## src/rtl/cbfp_min_accum.sv

```systemverilog
// Block-exponent detector for the CBFP stages: per-beat min-tree over each channel's
// leading-zero counts, then a running minimum across a configurable block of beats.
module cbfp_min_accum #(
  parameter int LZC_WIDTH = 5,
  parameter int LANES     = 8,
  parameter int CH        = 2,
  parameter int MAX_BEATS = 64,
  parameter int CNT_W     = $clog2(MAX_BEATS + 1)
) (
  input  logic                           clk,
  input  logic                           rstn,
  input  logic                           in_valid,
  input  logic [CH*LANES*LZC_WIDTH-1:0]  in_re,
  input  logic [CH*LANES*LZC_WIDTH-1:0]  in_im,
  input  logic [CNT_W-1:0]               blk_len,
  input  logic                           flush,
  output logic                           out_valid,
  output logic [CH*LZC_WIDTH-1:0]        out_min,
  output logic [LZC_WIDTH-1:0]           out_min_all,
  output logic                           busy
);

  function automatic logic [LZC_WIDTH-1:0] min2(input logic [LZC_WIDTH-1:0] a,
                                                input logic [LZC_WIDTH-1:0] b);
    return (a < b) ? a : b;
  endfunction

  logic [LZC_WIDTH-1:0]    w_beat_min [CH];
  logic                    r_s1_valid;
  logic [LZC_WIDTH-1:0]    r_s1_min [CH];
  logic [CNT_W-1:0]        r_cnt;
  logic [CNT_W-1:0]        r_len;
  logic [LZC_WIDTH-1:0]    r_acc [CH];
  logic                    r_out_valid;
  logic [CH*LZC_WIDTH-1:0] r_out_min;
  logic [LZC_WIDTH-1:0]    r_out_all;

  logic                    w_first;
  logic                    w_last;
  logic [CNT_W-1:0]        w_len_in;
  logic [CNT_W-1:0]        w_len;
  logic [LZC_WIDTH-1:0]    w_merge [CH];
  logic [CH*LZC_WIDTH-1:0] w_merge_pk;
  logic [LZC_WIDTH-1:0]    w_merge_all;

  // Per-channel minimum over all real and imaginary lanes of the incoming beat
  always_comb begin
    for (int c = 0; c < CH; c++) begin
      w_beat_min[c] = {LZC_WIDTH{1'b1}};
      for (int l = 0; l < LANES; l++) begin
        w_beat_min[c] = min2(w_beat_min[c], in_re[(c*LANES+l)*LZC_WIDTH +: LZC_WIDTH]);
        w_beat_min[c] = min2(w_beat_min[c], in_im[(c*LANES+l)*LZC_WIDTH +: LZC_WIDTH]);
      end
    end
  end

  // Block-length sanitising, last-beat detection and merge with the running minimum
  always_comb begin
    w_first = (r_cnt == {CNT_W{1'b0}});
    if (blk_len == {CNT_W{1'b0}}) begin
      w_len_in = CNT_W'(1);
    end else if (blk_len > CNT_W'(MAX_BEATS)) begin
      w_len_in = CNT_W'(MAX_BEATS);
    end else begin
      w_len_in = blk_len;
    end
    if (w_first) begin
      w_len = w_len_in;
    end else begin
      w_len = r_len;
    end
    w_last      = (r_cnt == w_len - CNT_W'(1));
    w_merge_pk  = {(CH*LZC_WIDTH){1'b0}};
    w_merge_all = {LZC_WIDTH{1'b1}};
    for (int c = 0; c < CH; c++) begin
      // The first beat of a block overwrites so nothing from the previous block survives
      if (w_first) begin
        w_merge[c] = r_s1_min[c];
      end else begin
        w_merge[c] = min2(r_acc[c], r_s1_min[c]);
      end
      w_merge_pk[c*LZC_WIDTH +: LZC_WIDTH] = w_merge[c];
      w_merge_all = min2(w_merge_all, w_merge[c]);
    end
  end

  // Stage-1 capture and stage-2 accumulation; flush overrides any stage-2 update
  always_ff @(posedge clk or negedge rstn) begin
    if (!rstn) begin
      r_s1_valid  <= 1'b0;
      r_cnt       <= {CNT_W{1'b0}};
      r_len       <= CNT_W'(1);
      r_out_valid <= 1'b0;
      r_out_min   <= {(CH*LZC_WIDTH){1'b0}};
      r_out_all   <= {LZC_WIDTH{1'b0}};
      for (int c = 0; c < CH; c++) begin
        r_s1_min[c] <= {LZC_WIDTH{1'b1}};
        r_acc[c]    <= {LZC_WIDTH{1'b1}};
      end
    end else begin
      r_s1_valid  <= in_valid & ~flush;
      r_out_valid <= 1'b0;
      if (in_valid) begin
        for (int c = 0; c < CH; c++) begin
          r_s1_min[c] <= w_beat_min[c];
        end
      end
      if (flush) begin
        r_cnt <= {CNT_W{1'b0}};
      end else if (r_s1_valid) begin
        for (int c = 0; c < CH; c++) begin
          r_acc[c] <= w_merge[c];
        end
        if (w_first) begin
          r_len <= w_len_in;
        end
        if (w_last) begin
          r_cnt       <= {CNT_W{1'b0}};
          r_out_min   <= w_merge_pk;
          r_out_all   <= w_merge_all;
          r_out_valid <= 1'b1;
        end else begin
          r_cnt <= r_cnt + CNT_W'(1);
        end
      end
    end
  end

  assign out_valid   = r_out_valid;
  assign out_min     = r_out_min;
  assign out_min_all = r_out_all;
  assign busy        = r_s1_valid | (r_cnt != {CNT_W{1'b0}});

endmodule

```

## config.mk

```make
export PLATFORM = sky130hd
export DESIGN_NAME = cbfp_min_accum
export DESIGN_NICKNAME = d
export VERILOG_FILES = /design/src/rtl/cbfp_min_accum.sv
export SDC_FILE = /design/constraint.sdc
export NUM_CORES = 1
export LEC_CHECK = 0
export ABC_AREA = 1
export CORE_ASPECT_RATIO = 2
export CORE_UTILIZATION = 25
export DETAILED_ROUTE_END_ITERATION = 8
export PLACE_DENSITY = 0.46
export SLEW_MARGIN = 25
export SYNTH_ARGS = -nofsm -noshare
export SYNTH_HDL_FRONTEND = slang
export SYNTH_SLANG_ARGS = --single-unit
```

## constraint.sdc

```tcl
create_clock -name clk -period 6.3 [get_ports clk]
set_clock_uncertainty 0.15 [all_clocks]
set_input_delay 0.63 -clock clk [delete_from_list [all_inputs] [get_ports clk]]
set_output_delay 0.63 -clock clk [all_outputs]
set_load 0.01 [all_outputs]
```

==> Yosys cells after proc, flatten, opt, wreduce, memory -nomap -nowiden <==
Index checks and enable logic that the tools add are counted.
{ "totals": {"ff_bits": 51, "in_bits": 171, "word_cells": 106} }
{ "classes": {"n_addsub": 2, "n_lt_le_gt_ge": 37, "n_eq_ne": 1, "mux": 47, "bitwise_logic": 3, "n_reduce_logical": 6} }
{ "op_table": {"columns": ["cell", "n"], "rows": [
  ["2-to-1 mux 5 bit", 38],
  ["< comparator 5 bit", 33],
  ["2-to-1 mux 7 bit", 6],
  ["< comparator 5 bit, first input constant", 3],
  ["logical NOT 7 bit", 2],
  ["adder 7 x 1 -> 7 bit, second input constant", 1],
  ["== test 7 bit", 1],
  ["greater-than comparator 7 bit, second input constant", 1],
  ["nonzero test 7 bit", 1],
  ["subtractor 7 x 1 -> 7 bit, second input constant", 1],
  ["2-to-1 mux 1 bit", 3],
  ["AND reduction 3 bit", 1],
  ["AND reduction 2 bit", 1],
  ["nonzero test 2 bit", 1],
  ["bitwise AND 1 bit", 1],
  ["inverter 1 bit", 1],
  ["OR 1 bit", 1]
]} }

==> Depth between registers and ports, before layout <==
Gate-level depths: netlist (run 1).
{ "depth": {"depth_word": 32, "ltp_mapped": 120} }

==> Least setup slack after synthesis (run 1) <==
OpenSTA, ideal clock, no wires.
{ "synth_timing": {"path_kind": "input to register", "start": "in in_im[44]", "end": "reg r_s1_min[0] (netlist bit)", "arrival_ns": 16.427, "slack_ns": -10.354, "path_stages": 113, "n_path_buf": 0, "path_cell_list": "inv_1 -> ha_1 -> nand2_2 -> inv_2 -> nand2_4 -> nand3_2 -> o21ai_0 -> ha_1 -> a21oi_1 -> nor2_1 -> a211oi_4 -> nand2_4 -> a21oi_1 -> ha_1 -> a21oi_1 -> nor2_1 -> a211oi_1 -> nand2_2 -> [... 77 more ...] -> nand2_1 -> inv_1 -> nand2_1 -> o21ai_0 -> ha_1 -> a21oi_1 -> nor2_1 -> a211oi_1 -> nand2_4 -> o21ai_0 -> inv_1 -> ha_1 -> a21oi_1 -> nor2_1 -> a211oi_1 -> o2111ai_1 -> nand3_1 -> nand2_1"} }
{ "synth_between": {"elab_chain_cells": 30} }
{ "synth_lines": {"columns": ["element", "line", "source"], "rows": [
  ["start, declared", "14", "input logic [CH*LANES*LZC_WIDTH-1:0] in_im,"],
  ["< comparator 5 bit", "25", "return (a < b) ? a : b;"],
  ["2-to-1 mux 5 bit *", "25", null],
  ["< comparator 5 bit", "25", null],
  ["2-to-1 mux 5 bit *", "25", null],
  ["< comparator 5 bit", "25", null],
  ["2-to-1 mux 5 bit *", "25", null],
  ["< comparator 5 bit", "25", null],
  ["2-to-1 mux 5 bit *", "25", null],
  ["[... 14 more ...]", null, null],
  ["< comparator 5 bit", "25", null],
  ["2-to-1 mux 5 bit *", "25", null],
  ["< comparator 5 bit", "25", null],
  ["2-to-1 mux 5 bit *", "25", null],
  ["< comparator 5 bit", "25", null],
  ["2-to-1 mux 5 bit *", "25", null],
  ["< comparator 5 bit", "25", null],
  ["2-to-1 mux 5 bit *", "25", null],
  ["end signal, assigned by index", "97", "r_s1_min[c] <= {LZC_WIDTH{1'b1}};"],
  ["end signal, assigned by index", "105", "r_s1_min[c] <= w_beat_min[c];"],
  ["end, declared", "30", "logic [LZC_WIDTH-1:0] r_s1_min [CH];"]
]} }
Mark *: on every way between the ends. The rest lies on a longest branch, timed or not.
A chain may end at the register's enable or synchronous reset.

==> Final worst setup path (run 1) <==
{ "layout_timing": {"start": "in in_re[44]", "end": "reg r_s1_min[2] (netlist bit)"} }
{ "layout_between": {"elab_chain_cells": 32} }
{ "layout_lines": {"columns": ["element", "line", "source"], "rows": [
  ["start, declared", "13", "input logic [CH*LANES*LZC_WIDTH-1:0] in_re,"],
  ["< comparator 5 bit", "25", null],
  ["2-to-1 mux 5 bit *", "25", null],
  ["< comparator 5 bit", "25", null],
  ["2-to-1 mux 5 bit *", "25", null],
  ["< comparator 5 bit", "25", null],
  ["2-to-1 mux 5 bit *", "25", null],
  ["< comparator 5 bit", "25", null],
  ["2-to-1 mux 5 bit *", "25", null],
  ["[... 16 more ...]", null, null],
  ["< comparator 5 bit", "25", null],
  ["2-to-1 mux 5 bit *", "25", null],
  ["< comparator 5 bit", "25", null],
  ["2-to-1 mux 5 bit *", "25", null],
  ["< comparator 5 bit", "25", null],
  ["2-to-1 mux 5 bit *", "25", null],
  ["< comparator 5 bit", "25", null],
  ["2-to-1 mux 5 bit *", "25", null]
]} }
Marked as above.

==> results.tsv, run 1 <==
metric	value	unit
average wire per standard cell	13.66	um
GPL Wtd Cong	0.8380	
fmax	0.06082	GHz
nets	2208	
initial drt markers	223	
CORE AREA	30290	um2
Max Cap Viol	0	
Critical Path AT	16.55	ns
Synth Register Bits	51	
# setup viols final	10	
Register-to-Register Setup Slack	1.94	ns
status	complete, but fails checks	
Least-Margin Pin Slew	0.6839	ns
Top-Level Pins	188	
post-synth top area share	21.82	%
commonest non-fill, non-tap cell in the layout	buf_4	
via count	10510	
Worst-path clk slew	0.07	ns
CTS root buf	clkbuf_16	
crit path max fanout	8	
Slew Viols, Final	0	
Req. time, crit path	6.41	ns
cts bufs inserted	5	
failing checks	negative setup slack	
largest net degree at the start of global routing	52	
CTS Hold Buffers Added	0	
IO buf count	187	
post-route setup slack	-10.14	ns
Routed Antenna Nets	0	
Net Count, Synth	1543	
RSZ-0062 raised after global routing	yes	
vias in the first global route	10420	
clk_lat worst skew	0.31	ns
Crit Reg-Reg Endpoint	out_min[0]$_DFFE_PN0P_	
HPWL Detailed	22790	um
Post-route DRC	0	
Crit Path Class	in2reg	
final hold violation count	0	
Core Util, Final	53.51	%
syn avg cell area	6.258	um2
pre-CTS WS	-11.79	ns
most frequent cells in the layout	buf_4 (466), nand2_1 (237), inv_1 (190), clkdlybuf4s50_1 (166), nand2_2 (79)	
worst-case clock buffer depth	2	
TritonCTS clock tree	built	
die height	250.9	um
EDFF count, synth	0	
first-pass GRT wire length	46080	um
vias per cell	4.627	
Primary FF master, synth	dfrtp_1	
CP endpoint kind	register	
synthesis-to-layout area growth	109.4	%
cell taking the most area after synthesis	ha_1	
chip width	126.4	um
FF-to-FF path depth	19	
Slew HR	54.41	%
initial antenna violation count	5	
critical path's slowest cell	ha_1	
fraction of layout cells with a size suffix above 1	49.82	%
min Tclk post-route	16.44	ns
# rows	90	
Tightest Hold Check Type	in2async	
H-tree levels	2	
Syn. warnings	0	
Inserted Diodes	0	
Synth Cell Area	7741	um2
post-synthesis sequential area ratio	16.83	%
Routed Wire Length	31020	um
Worst Hold Margin	0.2626	ns
Clock Sink Count	51	
period utilisation layout	261.0	%
RR Startpoint	r_cnt[0]$_DFFE_PN0P_	
GRT Total Usage	18.02	%
Initial DRT Pass Iterations	4	
Yosys cell types	39	
Area contributors post-synth	ha_1 (22%), nand2_1 (16%), inv_1 (11%), dfrtp_1 (9.7%), o21ai_0 (9.3%)	
slowest stage delay, CP	0.34	ns
total grt overflow	0	
Syn Inst Count	1237	
fraction of registers with async set/reset	100.0	%
Worst setup SP type	input pin	
die area	31720	um2
Initial Util	25.56	%
crit-path most repeated cell	buf_4	
-- kinds of logic (layout without fill, tap and decap cells) --
family	Yosys count	in the layout	share of synthesized area [%]
xor+xnor	9	9	1.018
flops	51	51	16.83
simple gates	563	568	31.23
compound gates	244	244	17.50
buf+inv	233	894	11.35
mux	2	2	0.2586
fa+ha+maj	135	135	21.82
-- per-stage QoR --
step | TNS, ns | area, um2 | instances
after floorplan | -88.13 | 8110 | 1237
after global placement | -111.36 | 12280 | 2035
after detailed placement | -113.23 | 12280 | 2035
after CTS | -99.56 | 14370 | 2235
after global routing | -110.50 | 16210 | 2271
final | -101.21 | 16210 | 2271
-- sequential cells by signal, indices dropped and copies added (netlist names) --
register,count
r_cnt,7
r_s1_valid,1
r_acc,10
out_min_all,5
out_valid,1
r_len,7
r_s1_min,10
out_min,10
-- routing by layer --
layer / part of all wire (%) / vias to the layer above / routed length [um] / GRT usage, %
met3: 4.5 / 72 / 1398 / 3.703
li1: - / 5388 / - / -
met1: 32 / 4829 / 10010 / 15.09
met2: 59 / 208 / 18390 / 39.26
met4: 3.7 / 10 / 1156 / 6.506
met5: 0.21 / - / 66 / 0
-- critical path: cells and delay by family --
| kind | cells | cell delay, ns |
|---|---|---|
| AO/OA/AOI/OAI | 32 | 4.66 |
| adder cells (fa/ha/maj) | 11 | 2.80 |
| buffers and inverters | 43 | 5.22 |
| AND/OR/NAND/NOR | 38 | 3.20 |
-- final cells by class --
class | instances | area, um2
Sequential cell | 51 | 1303
Timing Repair Buffer | 660 | 5458
Inverter | 226 | 1003
Tap cell | 368 | 460.4
Clock buffer | 7 | 153.9
Clock inverter | 1 | 6.256
Multi-Input combinational cell | 958 | 7824
Fill cell | 2851 | 14080
-- worst max path at each step --
stage          startpoint                       to  slack, ns  cells after the start
6_report        in_re[44]  r_s1_min[2]$_DFFE_PN1P_     -10.14                    124
3_5_place_dp    in_im[44]  r_s1_min[1]$_DFFE_PN1P_     -11.79                    114
5_1_grt         in_re[44]  r_s1_min[3]$_DFFE_PN1P_     -11.06                    118
3_3_place_gp    in_im[44]  r_s1_min[1]$_DFFE_PN1P_     -11.69                    114
4_1_cts         in_im[44]  r_s1_min[0]$_DFFE_PN1P_     -10.34                    121
2_1_floorplan   in_im[44]  r_s1_min[0]$_DFFE_PN1P_      -8.86                    116
-- synthesized netlist by cell type, types with 2 or more instances --
master     instances
dfstp_2           21
o211ai_1           2
o22ai_1            5
clkinv_1           2
a21oi_2            2
or2_2              5
xnor2_1            2
dfrtp_1           30
xor2_1             7
o32ai_1            2
nand2_2           18
nor2_1            93
ha_1             135
nand3_1           77
nand3_2            7
a21oi_1           55
nand4_1            8
nand2_4            8
inv_1            223
clkbuf_1           5
nand3b_1           2
a211oi_1          26
nor3_1             2
mux2i_1            2
o21ai_0          144
nand2_1          338
o2111ai_1          4
-- timing repair --
action,CTS,global route
resized for setup,222,368
gates cloned,5,0
endpoints found under the setup margin,10,10
pin swaps,135,199
setup buffers,187,41
Power of run 1 is not shown: default switching activity piles up to over one toggle a cycle in this logic, so the estimate is an artifact.
==> run 2, diff against run 1 <==
--- a/config.mk
+++ b/config.mk
@@ -6,6 +6,7 @@
 export NUM_CORES = 1
 export LEC_CHECK = 0
 export ABC_AREA = 1
+export CAP_MARGIN = 5
 export CORE_ASPECT_RATIO = 2
 export CORE_UTILIZATION = 25
 export DETAILED_ROUTE_END_ITERATION = 8
==> results of run 2 <==
The final DEF is identical to that of run 1; final timing and power are the same.
Power of run 2 is left out for the same reason.
